===== src/rtl/pxs_score_keeper_pkg.sv =====
// Shared definitions for the score keeper: pixel-stream field layout, game states, winner codes.
package pxs_score_keeper_pkg;

    // 26-bit pixel stream layout: {rgb[5:0], xc[9:0], yc[9:0]}.
    localparam int unsigned StreamWidth = 26;
    localparam int unsigned CoordWidth  = 10;
    localparam int unsigned YcLsb       = 0;
    localparam int unsigned XcLsb       = 10;

    typedef enum logic [1:0] {
        StIdle = 2'd0,
        StPlay = 2'd1,
        StOver = 2'd2
    } pxs_state_e;

    localparam logic [1:0] WinNone = 2'b00;
    localparam logic [1:0] WinP1   = 2'b01;
    localparam logic [1:0] WinP2   = 2'b10;
    localparam logic [1:0] WinTie  = 2'b11;

    function automatic logic [CoordWidth-1:0] pxs_xc(input logic [StreamWidth-1:0] s);
        return s[XcLsb +: CoordWidth];
    endfunction

    function automatic logic [CoordWidth-1:0] pxs_yc(input logic [StreamWidth-1:0] s);
        return s[YcLsb +: CoordWidth];
    endfunction

endpackage


===== src/rtl/pxs_frame_tick.sv =====
// Derives a registered one-cycle end-of-frame pulse from the pixel stream coordinates.
module pxs_frame_tick
    import pxs_score_keeper_pkg::*;
#(
    parameter int unsigned VISIBLECOLS = 640,
    parameter int unsigned VISIBLEROWS = 480
) (
    input  logic                   px_clk,
    input  logic                   reset,
    input  logic [StreamWidth-1:0] RGBStr_i,
    output logic                   tick
);

    localparam logic [CoordWidth-1:0] LastCol = CoordWidth'(VISIBLECOLS - 1);
    localparam logic [CoordWidth-1:0] LastRow = CoordWidth'(VISIBLEROWS - 1);

    logic endframe;
    logic tick_q;

    // Last visible pixel of the frame is on the stream this cycle.
    always_comb begin
        endframe = (pxs_xc(RGBStr_i) == LastCol) && (pxs_yc(RGBStr_i) == LastRow);
    end

    // Register the compare so the pulse is glitch-free and exactly one cycle wide.
    always_ff @(posedge px_clk) begin
        if (reset) begin
            tick_q <= 1'b0;
        end else begin
            tick_q <= endframe;
        end
    end

    assign tick = tick_q;

endmodule


===== src/rtl/pxs_score_keeper.sv =====
// Two-player goal counter and idle/play/over game FSM; score bus only moves on frame ticks.
module pxs_score_keeper
    import pxs_score_keeper_pkg::*;
#(
    parameter int unsigned MAX_SCORE      = 9,
    parameter int unsigned HOLDOFF_FRAMES = 30,
    parameter int unsigned WIN_FRAMES     = 180,
    parameter int unsigned VISIBLECOLS    = 640,
    parameter int unsigned VISIBLEROWS    = 480
) (
    input  logic                   px_clk,
    input  logic                   reset,
    input  logic [StreamWidth-1:0] RGBStr_i,
    input  logic                   goal_p1,
    input  logic                   goal_p2,
    input  logic                   start,
    output logic [7:0]             score,
    output logic                   playing,
    output logic                   game_over,
    output logic [1:0]             winner
);

    localparam logic [3:0] MaxDigit   = 4'(MAX_SCORE);
    localparam logic [5:0] HoldReload = 6'(HOLDOFF_FRAMES);
    localparam logic [7:0] WinReload  = 8'(WIN_FRAMES - 1);

    logic       tick;
    logic       goal_p1_q, goal_p2_q, start_q;
    logic       goal1_edge, goal2_edge, start_edge;

    pxs_state_e state_q, state_d;
    logic [3:0] p1_q, p1_d, p2_q, p2_d;
    logic       pend1_q, pend1_d, pend2_q, pend2_d;
    logic [5:0] hold1_q, hold1_d, hold2_q, hold2_d;
    logic [7:0] timer_q, timer_d;
    logic [1:0] winner_q, winner_d;

    logic [3:0] p1_inc, p2_inc;
    logic       p1_hit, p2_hit, win;

    pxs_frame_tick #(
        .VISIBLECOLS(VISIBLECOLS),
        .VISIBLEROWS(VISIBLEROWS)
    ) u_frame_tick (
        .px_clk  (px_clk),
        .reset   (reset),
        .RGBStr_i(RGBStr_i),
        .tick    (tick)
    );

    // Previous-value registers for rising-edge detection; a held level is one event.
    always_ff @(posedge px_clk) begin
        if (reset) begin
            goal_p1_q <= 1'b0;
            goal_p2_q <= 1'b0;
            start_q   <= 1'b0;
        end else begin
            goal_p1_q <= goal_p1;
            goal_p2_q <= goal_p2;
            start_q   <= start;
        end
    end

    assign goal1_edge = goal_p1 & ~goal_p1_q;
    assign goal2_edge = goal_p2 & ~goal_p2_q;
    assign start_edge = start & ~start_q;

    // Candidate digits for this tick's commit and whether they land on the winning score.
    always_comb begin
        p1_inc = (pend1_q && (p1_q != MaxDigit)) ? p1_q + 4'd1 : p1_q;
        p2_inc = (pend2_q && (p2_q != MaxDigit)) ? p2_q + 4'd1 : p2_q;
        p1_hit = pend1_q && (p1_inc == MaxDigit);
        p2_hit = pend2_q && (p2_inc == MaxDigit);
        win    = (state_q == StPlay) && tick && (p1_hit || p2_hit);
    end

    // Game state register.
    always_ff @(posedge px_clk) begin
        if (reset) begin
            state_q <= StIdle;
        end else begin
            state_q <= state_d;
        end
    end

    // Next-state logic; start edges only matter in IDLE.
    always_comb begin
        state_d = state_q;
        case (state_q)
            StIdle: if (start_edge) state_d = StPlay;
            StPlay: if (win) state_d = StOver;
            StOver: if (tick && (timer_q == 8'd0)) state_d = StIdle;
            default: state_d = StIdle;
        endcase
    end

    // Score, pending, hold-off, win-timer and winner next-state.
    always_comb begin
        p1_d     = p1_q;
        p2_d     = p2_q;
        pend1_d  = pend1_q;
        pend2_d  = pend2_q;
        hold1_d  = hold1_q;
        hold2_d  = hold2_q;
        timer_d  = timer_q;
        winner_d = winner_q;
        case (state_q)
            StIdle: begin
                // Fresh game: nothing carries over from the previous one.
                if (start_edge) begin
                    p1_d    = 4'd0;
                    p2_d    = 4'd0;
                    pend1_d = 1'b0;
                    pend2_d = 1'b0;
                    hold1_d = 6'd0;
                    hold2_d = 6'd0;
                end
            end
            StPlay: begin
                if (tick) begin
                    p1_d    = p1_inc;
                    p2_d    = p2_inc;
                    pend1_d = 1'b0;
                    pend2_d = 1'b0;
                    if (pend1_q) begin
                        hold1_d = HoldReload;
                    end else if (hold1_q != 6'd0) begin
                        hold1_d = hold1_q - 6'd1;
                    end
                    if (pend2_q) begin
                        hold2_d = HoldReload;
                    end else if (hold2_q != 6'd0) begin
                        hold2_d = hold2_q - 6'd1;
                    end
                    if (win) begin
                        timer_d = WinReload;
                        if (p1_hit && p2_hit) begin
                            winner_d = WinTie;
                        end else if (p1_hit) begin
                            winner_d = WinP1;
                        end else begin
                            winner_d = WinP2;
                        end
                    end
                end
                // Edges are checked against the post-tick hold-off so a coincident edge
                // is carried to the next frame rather than lost or double counted.
                if (!win) begin
                    if (goal1_edge && (hold1_d == 6'd0)) pend1_d = 1'b1;
                    if (goal2_edge && (hold2_d == 6'd0)) pend2_d = 1'b1;
                end
            end
            StOver: begin
                pend1_d = 1'b0;
                pend2_d = 1'b0;
                if (tick) begin
                    if (timer_q == 8'd0) begin
                        p1_d     = 4'd0;
                        p2_d     = 4'd0;
                        winner_d = WinNone;
                    end else begin
                        timer_d = timer_q - 8'd1;
                    end
                end
            end
            default: ;
        endcase
    end

    // Datapath registers.
    always_ff @(posedge px_clk) begin
        if (reset) begin
            p1_q     <= 4'd0;
            p2_q     <= 4'd0;
            pend1_q  <= 1'b0;
            pend2_q  <= 1'b0;
            hold1_q  <= 6'd0;
            hold2_q  <= 6'd0;
            timer_q  <= 8'd0;
            winner_q <= WinNone;
        end else begin
            p1_q     <= p1_d;
            p2_q     <= p2_d;
            pend1_q  <= pend1_d;
            pend2_q  <= pend2_d;
            hold1_q  <= hold1_d;
            hold2_q  <= hold2_d;
            timer_q  <= timer_d;
            winner_q <= winner_d;
        end
    end

    // Outputs decoded from registered state only.
    always_comb begin
        playing   = (state_q == StPlay);
        game_over = (state_q == StOver);
        score     = {p2_q, p1_q};
        winner    = winner_q;
    end

endmodule


===== config.mk =====
export PLATFORM = sky130hd
export DESIGN_NAME = pxs_score_keeper
export DESIGN_NICKNAME = d
export VERILOG_FILES = /design/src/rtl/pxs_score_keeper_pkg.sv /design/src/rtl/pxs_frame_tick.sv /design/src/rtl/pxs_score_keeper.sv
export SDC_FILE = /design/constraint.sdc
export NUM_CORES = 1
export LEC_CHECK = 0
export ABC_AREA = 1
export CORE_UTILIZATION = 57
export DETAILED_ROUTE_END_ITERATION = 10
export PLACE_DENSITY = 0.84
export SETUP_SLACK_MARGIN = 0.15
export SLEW_MARGIN = 30
export SYNTH_ARGS = -nofsm -noshare
export SYNTH_HDL_FRONTEND = slang
export SYNTH_SLANG_ARGS = --single-unit

===== constraint.sdc =====
create_clock -name px_clk -period 3.99 [get_ports px_clk]
set_input_delay 0.798 -clock px_clk [delete_from_list [all_inputs] [get_ports px_clk]]
set_output_delay 0.798 -clock px_clk [all_outputs]
set_load 0.02 [all_outputs]

# Word level (Yosys, flattened, before mapping)
# Index checks and enable logic that the tools add are counted.
# word_totals
regBits	38
out_inout_bits	12
elab_cells	111
# classes
add_sub_neg	5
n_eq_ne	15
mux	45
n_bitwise	6
reduce_logical	27
# ops
operator	n
$mux 6	9
$mux 8	4
$mux 4	7
$pmux 4 s3	2
$pmux 6 s2	2
$mux 2	9
$pmux 8 s2	1
$reduce_and 5->1	3
$logic_not 6->1	2
$reduce_bool 6->1	2
$sub 6x1->6 const B	2
$logic_and 1x1->1	11
$eq 10x10->1 const B	1
$eq 10x9->1 const B	1
$ne 2x1->1 const B	5
$add 4x1->4 const B	2
$eq 4x4->1 const B	2
$logic_not 8->1	1
$ne 4x4->1 const B	2
$sub 8x1->8 const B	1
$mux 1	7
$pmux 1 s3	2
$pmux 2 s3	1
$ne 2x2->1 const B	2
11 further kinds	17

# Logic depth before layout (Yosys ltp)
# Gate-level depths: netlist of run 1.
# logic_depth
ltp_word	10
depth_mapped	16
mapped_depth_nobuf	16

# Hierarchy
# Synthesis of run 1 repeated with hierarchy kept, for this count alone.
# unflattened
hier_cells	418
hier_area_um2	2636.3
# by_module_without_submodules
module	instances	cells_per_inst	area_per_inst_um2
pxs_score_keeper	1	392	2508.7
pxs_frame_tick	1	26	127.6

# Least setup slack after synthesis of run 1
# OpenSTA, ideal clock, no wires.
# synth_timing
path_type	register -> register
from	reg p2_q[0]
to	reg timer_q[0]
setup_ns	0.128
t_arrival_ns	1.767
t_required_ns	3.862
slack_ns	2.096
path_stages_with_launch	16
path_buffers	1
synth_period_minus_slack_ns	1.894
cell_sequence	dfxtp_1 -> ha_1 -> nand3_2 -> nand2_4 -> inv_1 -> nand2_1 -> nand2_1 -> nor2_2 -> nand2_1 -> nand2_1 -> nand2_2 -> nand2_4 -> buf_8 -> nand3_1 -> nand2_1 -> nor2_1
# synth_via
elab_chain_cells	9
word_cells_on_any_way	10
cone_classes	1 x add/sub; 3 x eq/ne; 1 x mux; 5 x reduce/logical
# synth_rtl
item	line_no	text
from (decl)	pxs_score_keeper.sv:32	logic [3:0] p1_q, p1_d, p2_q, p2_d;
from (signal assigned)	pxs_score_keeper.sv:183	p2_q <= p2_d;
parallel branches: the longest is 2 deep, another holds $add 4x1->4	-	
$mux 4 (*)	pxs_score_keeper.sv:71	p2_inc = (pend2_q && (p2_q != MaxDigit)) ? p2_q + 4'd1 : p2_q;
$eq 4x4->1 (*)	pxs_score_keeper.sv:73	p2_hit = pend2_q && (p2_inc == MaxDigit);
$logic_and 1x1->1 (*)	pxs_score_keeper.sv:73	
$logic_or 1x1->1 (*)	pxs_score_keeper.sv:74	win = (state_q == StPlay) && tick && (p1_hit || p2_hit);
$logic_and 1x1->1 (*)	pxs_score_keeper.sv:74	
$ne 2x1->1 (no source line) (*)	-	
$reduce_and 5->1 (no source line) (*)	-	
to (signal assigned)	pxs_score_keeper.sv:188	timer_q <= timer_d;
to (decl)	pxs_score_keeper.sv:35	logic [7:0] timer_q, timer_d;
# Mark *: on every way between the ends.
# A chain may end at the register's enable or synchronous reset.

# Worst setup path in the final report of run 1
# layout_timing
from	reg state_q[1]
to	out game_over
# layout_via
elab_chain_cells	1
# layout_rtl
item	line_no	text
from (decl)	pxs_score_keeper.sv:31	pxs_state_e state_q, state_d;
from (signal assigned)	pxs_score_keeper.sv:80	state_q <= StIdle;
from (signal assigned)	pxs_score_keeper.sv:82	state_q <= state_d;
$eq 2x2->1	pxs_score_keeper.sv:196	game_over = (state_q == StOver);
to (decl)	pxs_score_keeper.sv:19	output logic game_over,
# Every way passes these cells.

==> out/metrics.yaml, run 1 <==
die:
  row_count: 23
  fp.dieH_um: 68.6
  die_x_um: 68.6
  die_area_mm2: 0.00470
  core_area_mm2: 0.00412
  start_util_pct: 61.4
  io_pins: 43
layout:
  utilization_pct: 72.9
  finalNetCount: 465
  syn2layout_area_growth_pct: 18.7
  layout-drive-gt1-share_pct: 12.5
  antenna_cells: 0
  fillCellCount: 348
  design_area_mm2: 0.00300
  final_cells: 475
cts:
  cts_made_buffers: 5
  hold_buffers: 0
  postCtsSetupRepairBufs: 0
  h-tree-depth: 2
  worstSkewPairLatency_ns: 0.29
  cts_root_buf: "clkbuf_8"
  clock_sinks: 38
  cts.repair.resized: 0
  clockBufferDepth: 2
  clkTransAtPathRegs_ns: 0.07
  tritoncts: "done"
detailed_routing:
  routed_via_density: 5.32
  ant_nets: 0
  vias: 2526
  firstDrtPassIters: 4
  wl_per_cell_um: 11.8
  drtIter0Drc: 181
  drt-total-wl_um: 5600
  drc: 0
flow_run:
  maxCapViolCount: 0
worst_hold_path:
  hold_path_class: "register to register"
  whs_path_depth: 2
  min_to: "winner[1]"
  worstHoldStart: "winner[1]"
yosys:
  syn_area_mm2: 0.00253
  syn_inst: 390
  synth.avg_cell_area_um2: 6.48
  async_flop_share_pct: 0
  yosysSeqAreaShare_pct: 30.1
  synth_cell_type_count: 29
  synth_edf_count: 0
  synth.top_cell.area_share_pct: 30.1
  ys.flop_type: "dfxtp_1"
  synth_warnings: 0
  synth_common_cells: "113 x nand2_1, 38 x dfxtp_1, 38 x nor2_1, 36 x inv_1, 35 x a21oi_1"
  synth_fp_nets: 431
  synth_top_cell_by_area: "dfxtp_1"
  synth.top_cells.by_area: "dfxtp_1 30%, nand2_1 17%, a21oi_1 6.9%, nor2_1 5.6%, nand3_1 5.5%"
  synth_most_common_cell: "nand2_1"
  synth_seq_cells: 38
setup_path:
  cp.required_ns: 3.19
  regToRegSetupSlack_ns: 1.81
  start_kind: "register"
  r2r_cells: 14
  worstSetupPathType: "register to output pin"
  worst-path-buf-inv: 2
  cp-end-kind: "output pin"
  critPathTopFamily: "buffers and inverters"
  path_cells: "inv_2 -> nor2_2 -> clkdlybuf4s50_1"
  crit_slowest_cell: "clkdlybuf4s50_1"
  reg2reg_from: "p2_q[0]"
  critPathMaxFanout: 9
  cpPeakStageDelay_ns: 0.68
  cp_data_arrival_time_ns: 1.71
  r2r_end: "timer_q[6]"
sta:
  tightest_slew_ns: 0.657
  period_share_pct: 62.8
  clock.fmax_ghz: 0.399
  fin_crit_ns: 2.51
  finalMaxSlewViolations: 0
  max_slew_margin_pct: 56.1
  rsz0062_at_grt: "no"
  hold_violations: 0
  setup_viol: 0
  fin_skew_ns: 0.00894
  tns_ns: 0
global_routing:
  grt_pass1_vias: 2278
  antenna_found_initial: 0
  track_usage_pct: 26.6
  grt_pass1_wl_um: 9450
  grt_start_max_net_pins: 32
  grt_overflow_total: 0
place:
  routabilityCongestion: 0.855
  place_hpwl_um: 4080
  numPortBuffers: 36
  placedCellCount: 467
  place_area_mm2: 0.00291
power_and_ir_drop:
  ir_worst_vdd_mv: 0.165
  power_density_mw_per_mm2: 246
  p_leak_uw: 0.00126
outcome:
  outcome: "completed"
registers in the layout, indices dropped and copies added, names as in the netlist:
name	count
start_q	1
hold1_q	6
timer_q	8
p2_q	4
pend1_q	1
hold2_q	6
goal_p1_q	1
p1_q	4
state_q	2
u_frame_tick.tick	1
goal_p2_q	1
pend2_q	1
winner	2
cells by family after synthesis:
| family | after synthesis | synth area share [%] |
|---|---|---|
| simple gates | 217 | 39.1 |
| buf+inv | 60 | 9.50 |
| compound gates | 56 | 13.2 |
| flops | 38 | 30.1 |
| fa+ha+maj | 10 | 4.95 |
| xor+xnor | 9 | 3.12 |
power breakdown:
| part | switching, µW | internal [µW] |
|---|---|---|
| clock | 133 | 139 |
| combinational | 44.2 | 35.7 |
| sequential | 3.86 | 382 |
| total | 181 | 558 |
layout by cell type, fill, tap and decap left out, types with 4 or more instances in the layout:
master             n
a21oi_1           35
a21oi_2            7
clkbuf_8           6
clkdlybuf4s50_1   36
dfxtp_1           38
ha_1              10
inv_1             36
inv_2             13
nand2_1          113
nand2_2            4
nand3_1           28
nand3_2            9
nand4_1           10
nor2_1            38
nor2_2             4
o21ai_1            5
xnor2_1            5
xor2_1             4
how the worst max path moves through the flow:
stage | from | to | slack [ns] | cells past startpoint
floorplan | p2_q[0] | timer_q[0] | 2.10 | 15
global placement | start | p2_q[2] | 1.79 | 8
detailed placement | start | p2_q[1] | 1.78 | 8
CTS | state_q[1] | game_over | 1.48 | 3
global route | state_q[1] | game_over | 1.42 | 3
finish | state_q[1] | game_over | 1.48 | 3
area by class of cell:
cell class | count | area, µm² | area share, %
timing repair buffer | 38 | 375 | 12.5
clock buffer | 7 | 86.3 | 2.88
sequential | 38 | 761 | 25.4
multi-input combinational | 292 | 1530 | 50.9
tap | 50 | 62.6 | 2.09
inverter | 49 | 184 | 6.13
clock inverter | 1 | 5.00 | 0.167
through the flow:
step / setup WS, ns / hold WS [ns] / total power [µW]
floorplan: 2.10 / 0.462 / 440
global placement: 1.79 / 0.459 / 474
CTS: 1.48 / 0.483 / 743
finish: 1.48 / 0.474 / 739
global route: 1.42 / 0.498 / 773
detailed placement: 1.78 / 0.471 / 475
tightest hold or removal path, cell delays in order, from the launching register on:
cell	delay, ns
dfxtp_1	0.32
nand2_1	0.06
a21oi_1	0.05
per-layer routing:
layer,part of all wire (%),global-route usage [%]
met1,44,29.7
met2,50,48.8
met3,5.2,6.41
met4,0.71,9.11
met5,0,0
No activity file was read; power rests on OpenSTA's default activity.
==> run 2, diff against run 1 <==
Settings changed: CORE_UTILIZATION 57 to 48, PLACE_DENSITY 0.84 to 0.75.
Clock period 3.99 ns to 2.1 ns, I/O delays scaled along.
==> run 2 against run 1 <==
  * Power rose by 100%
  * Clock power increased by 120%
  * Wire length decreased by 0.55%
  * Cell area rose by 7.1%
  * Global-route usage fell by 5.2 points
  * Flip-flop and latch count is the same
  * Critical path type unchanged
  * Critical endpoint is now score[2]
==> out/metrics.yaml, run 2 (synthesis gave the netlist of run 1 again) <==
cts:
  clockBufferDepth: 2  # unchanged
  h-tree-depth: 2  # unchanged
  hold_buffers: 0  # unchanged
  clkTransAtPathRegs_ns: 0.07  # about the same
  tritoncts: "done"
  cts_made_buffers: 5  # unchanged
  clock_sinks: 38  # unchanged
  cts_root_buf: "clkbuf_8"
  worstSkewPairLatency_ns: 0.29  # about the same
layout:
  layout_common_cells: "109 x nand2_1, 37 x nor2_1, 35 x inv_1, 35 x a21oi_1, 34 x clkdlybuf4s50_1"
  antenna_cells: 0  # unchanged
  top_regs: "timer_q (8), hold1_q (6), hold2_q (6)"
  seqCellArea_um2: 774  # +1.8%
  layout-drive-gt1-share_pct: 17.2  # +4.8 points
  multiInputGateArea_mm2: 0.00160  # +4.9%
  fillCellCount: 506  # +45%
  regMostFlops: "timer_q"
  finalNetCount: 475  # +2.2%
  largest_reg_flops: 8  # unchanged
  final_common_cell: "nand2_1"
  syn2layout_area_growth_pct: 27.2
detailed_routing:
  drt-total-wl_um: 5570  # -0.55%
  drc: 0  # unchanged
  vias: 2586  # +2.4%
  wl_per_cell_um: 11.0  # -6.5%
  routed_via_density: 5.12  # -3.7%
  ant_nets: 0  # unchanged
  firstDrtPassIters: 4  # unchanged
  drtIter0Drc: 81  # -55%
die:
  die_area_mm2: 0.00556  # +18%
  fp.dieH_um: 74.6  # +8.7%
  io_pins: 43  # unchanged
  die_x_um: 74.6  # +8.7%
  core_area_mm2: 0.00507  # +23%
  start_util_pct: 49.8  # -12 points
  row_count: 26  # +13%
setup_path:
  regToRegSetupSlack_ns: 0.28  # -1.53 ns
  crit_path_start: "p1_q[2]"
  endpoint: "score[2]"
  worstSetupPathType: "register to output pin"
  r2r_cells: 14  # unchanged
  cp_data_arrival_time_ns: 1.41  # -0.30 ns
  cp.required_ns: 1.68  # -1.51 ns
  reg2reg_from: "p1_q[1]"
  r2r_end: "timer_q[4]"
  crit_slowest_cell: "clkdlybuf4s50_1"
  worst-path-buf-inv: 1  # -1
  start_kind: "register"
  path_cells: "clkdlybuf4s50_1"
  cpPeakStageDelay_ns: 0.66  # -0.02 ns
  path_depth: 1  # -2
  critPathMaxFanout: 7  # -2
  cp-end-kind: "output pin"
  critPathTopFamily: "buffers and inverters"
worst_hold_path:
  hold_path_class: "register to register"
global_routing:
  grt_start_max_net_pins: 38  # +19%
  grt_overflow_total: 0  # unchanged
  grt_pass1_vias: 2272  # -0.26%
  grt_pass1_wl_um: 9190  # -2.8%
  globalRouteMet1Util_pct: 24.5  # -5.2 points
  use_met2_pct: 38.3  # -10 points
  antenna_found_initial: 0  # unchanged
  track_usage_pct: 21.4  # -5.2 points
  busiest_layer: "met2"
  use_met3_pct: 4.20  # -2.2 points
sta:
  fin_skew_ns: 0.00303  # -0.00591 ns
  rsz0062_at_grt: "no"
  hold_violations: 0  # unchanged
  clock.fmax_ghz: 0.545
  period_share_pct: 87.4
  finalMaxSlewViolations: 0  # unchanged
  max_slew_margin_pct: 71.5  # +15 points
  setup_viol: 0  # unchanged
  fin_crit_ns: 1.83
  tightest_slew_ns: 0.427  # -0.230 ns
  tns_ns: 0  # unchanged
power_and_ir_drop:
  p_sw_share_pct: 23.1  # -1.5 points
  p_leak_uw: 0.00136  # +7.5%
  power_switching_uw: 347  # +91%
  power_density_mw_per_mm2: 467  # +90%
  internal-power_uw: 1160  # +110%
  p_clk_share_pct: 40.2  # +3.3 points
  ir_worst_vdd_mv: 0.268  # +63%
  comb_power_share_pct: 11.2  # +0.4 points
  p_seq_share_pct: 48.6  # -3.7 points
  fin_total_pwr_uw: 1500  # +100%
place:
  numPortBuffers: 36  # unchanged
  place_hpwl_um: 4010  # -1.6%
  routabilityCongestion: 0.852  # -0.36%
flow_run:
  maxCapViolCount: 0  # unchanged
outcome:
  outcome: "completed"
## run 2: changes by cell type in the layout (fill, tap and decap cells not counted), sizes merged
cell and change:
buf +10, bufinv +1, clkdlybuf4s50 -2, clkinv -1, dlygate4sd2 +2
## run 2: worst min-delay path: stages (launching register included)
cell	delay, ns
dfxtp_1	0.32
nand2_1	0.06
a21oi_1	0.05
## run 2: worst min path at each step
stage	depth (start not counted)	slack, ns	to	from
after global routing	2	0.52	winner[1]	winner[1]
final	2	0.48	winner[1]	winner[1]
after floorplan	2	0.46	timer_q[1]	timer_q[1]
after detailed placement	2	0.47	winner[1]	winner[1]
after global placement	2	0.46	winner[0]	winner[0]
after CTS	2	0.48	winner[1]	winner[1]
## run 2: layout make-up
cell class / instances / share of cell area (%)
repair buffers: 48 / 14.3
well taps: 70 / 2.72
inverters: 49 / 5.72
clock inverters: 1 / 0.934
multi-input cells: 292 / 49.8
clock buffers: 7 / 2.37
flip-flops and latches: 38 / 24.1
## run 2: repair_timing
action                     in CTS  in global routing
buffers inserted                0                  3
pin swaps                       0                 13
resized for setup               4                 22
gates cloned                    0                  0
setup endpoints to repair      10                 13
## run 2: layer usage
layer | vias up | wire, µm
li1 | 1338 | -
met1 | 1171 | 2510
met2 | 63 | 2750
met3 | 14 | 190
met4 | 0 | 124
met5 | - | 0
## run 2: stage by stage
| step | area, µm² | worst slack, ns | hold WS, ns | cells | utilization, % |
|---|---|---|---|---|---|
| after CTS | 3110 | 0.179 | 0.484 | 502 | 61.2 |
| after global placement | 3000 | 0.169 | 0.460 | 494 | 59.1 |
| after global routing | 3210 | 0.129 | 0.515 | 505 | 63.3 |
| after detailed placement | 3000 | 0.142 | 0.473 | 494 | 59.1 |
| after floorplan | 2530 | 0.206 | 0.462 | 390 | - |
| final | 3210 | 0.265 | 0.478 | 505 | 63.3 |
## run 2: power by group through the flow
stage | registers (µW) | logic [µW] | clock network (µW)
2_1_floorplan | 747 | 88.2 | 0
3_3_place_gp | 750 | 160 | 0
3_5_place_dp | 751 | 161 | 0
4_1_cts | 734 | 161 | 621
5_1_grt | 731 | 185 | 651
6_report | 731 | 168 | 604
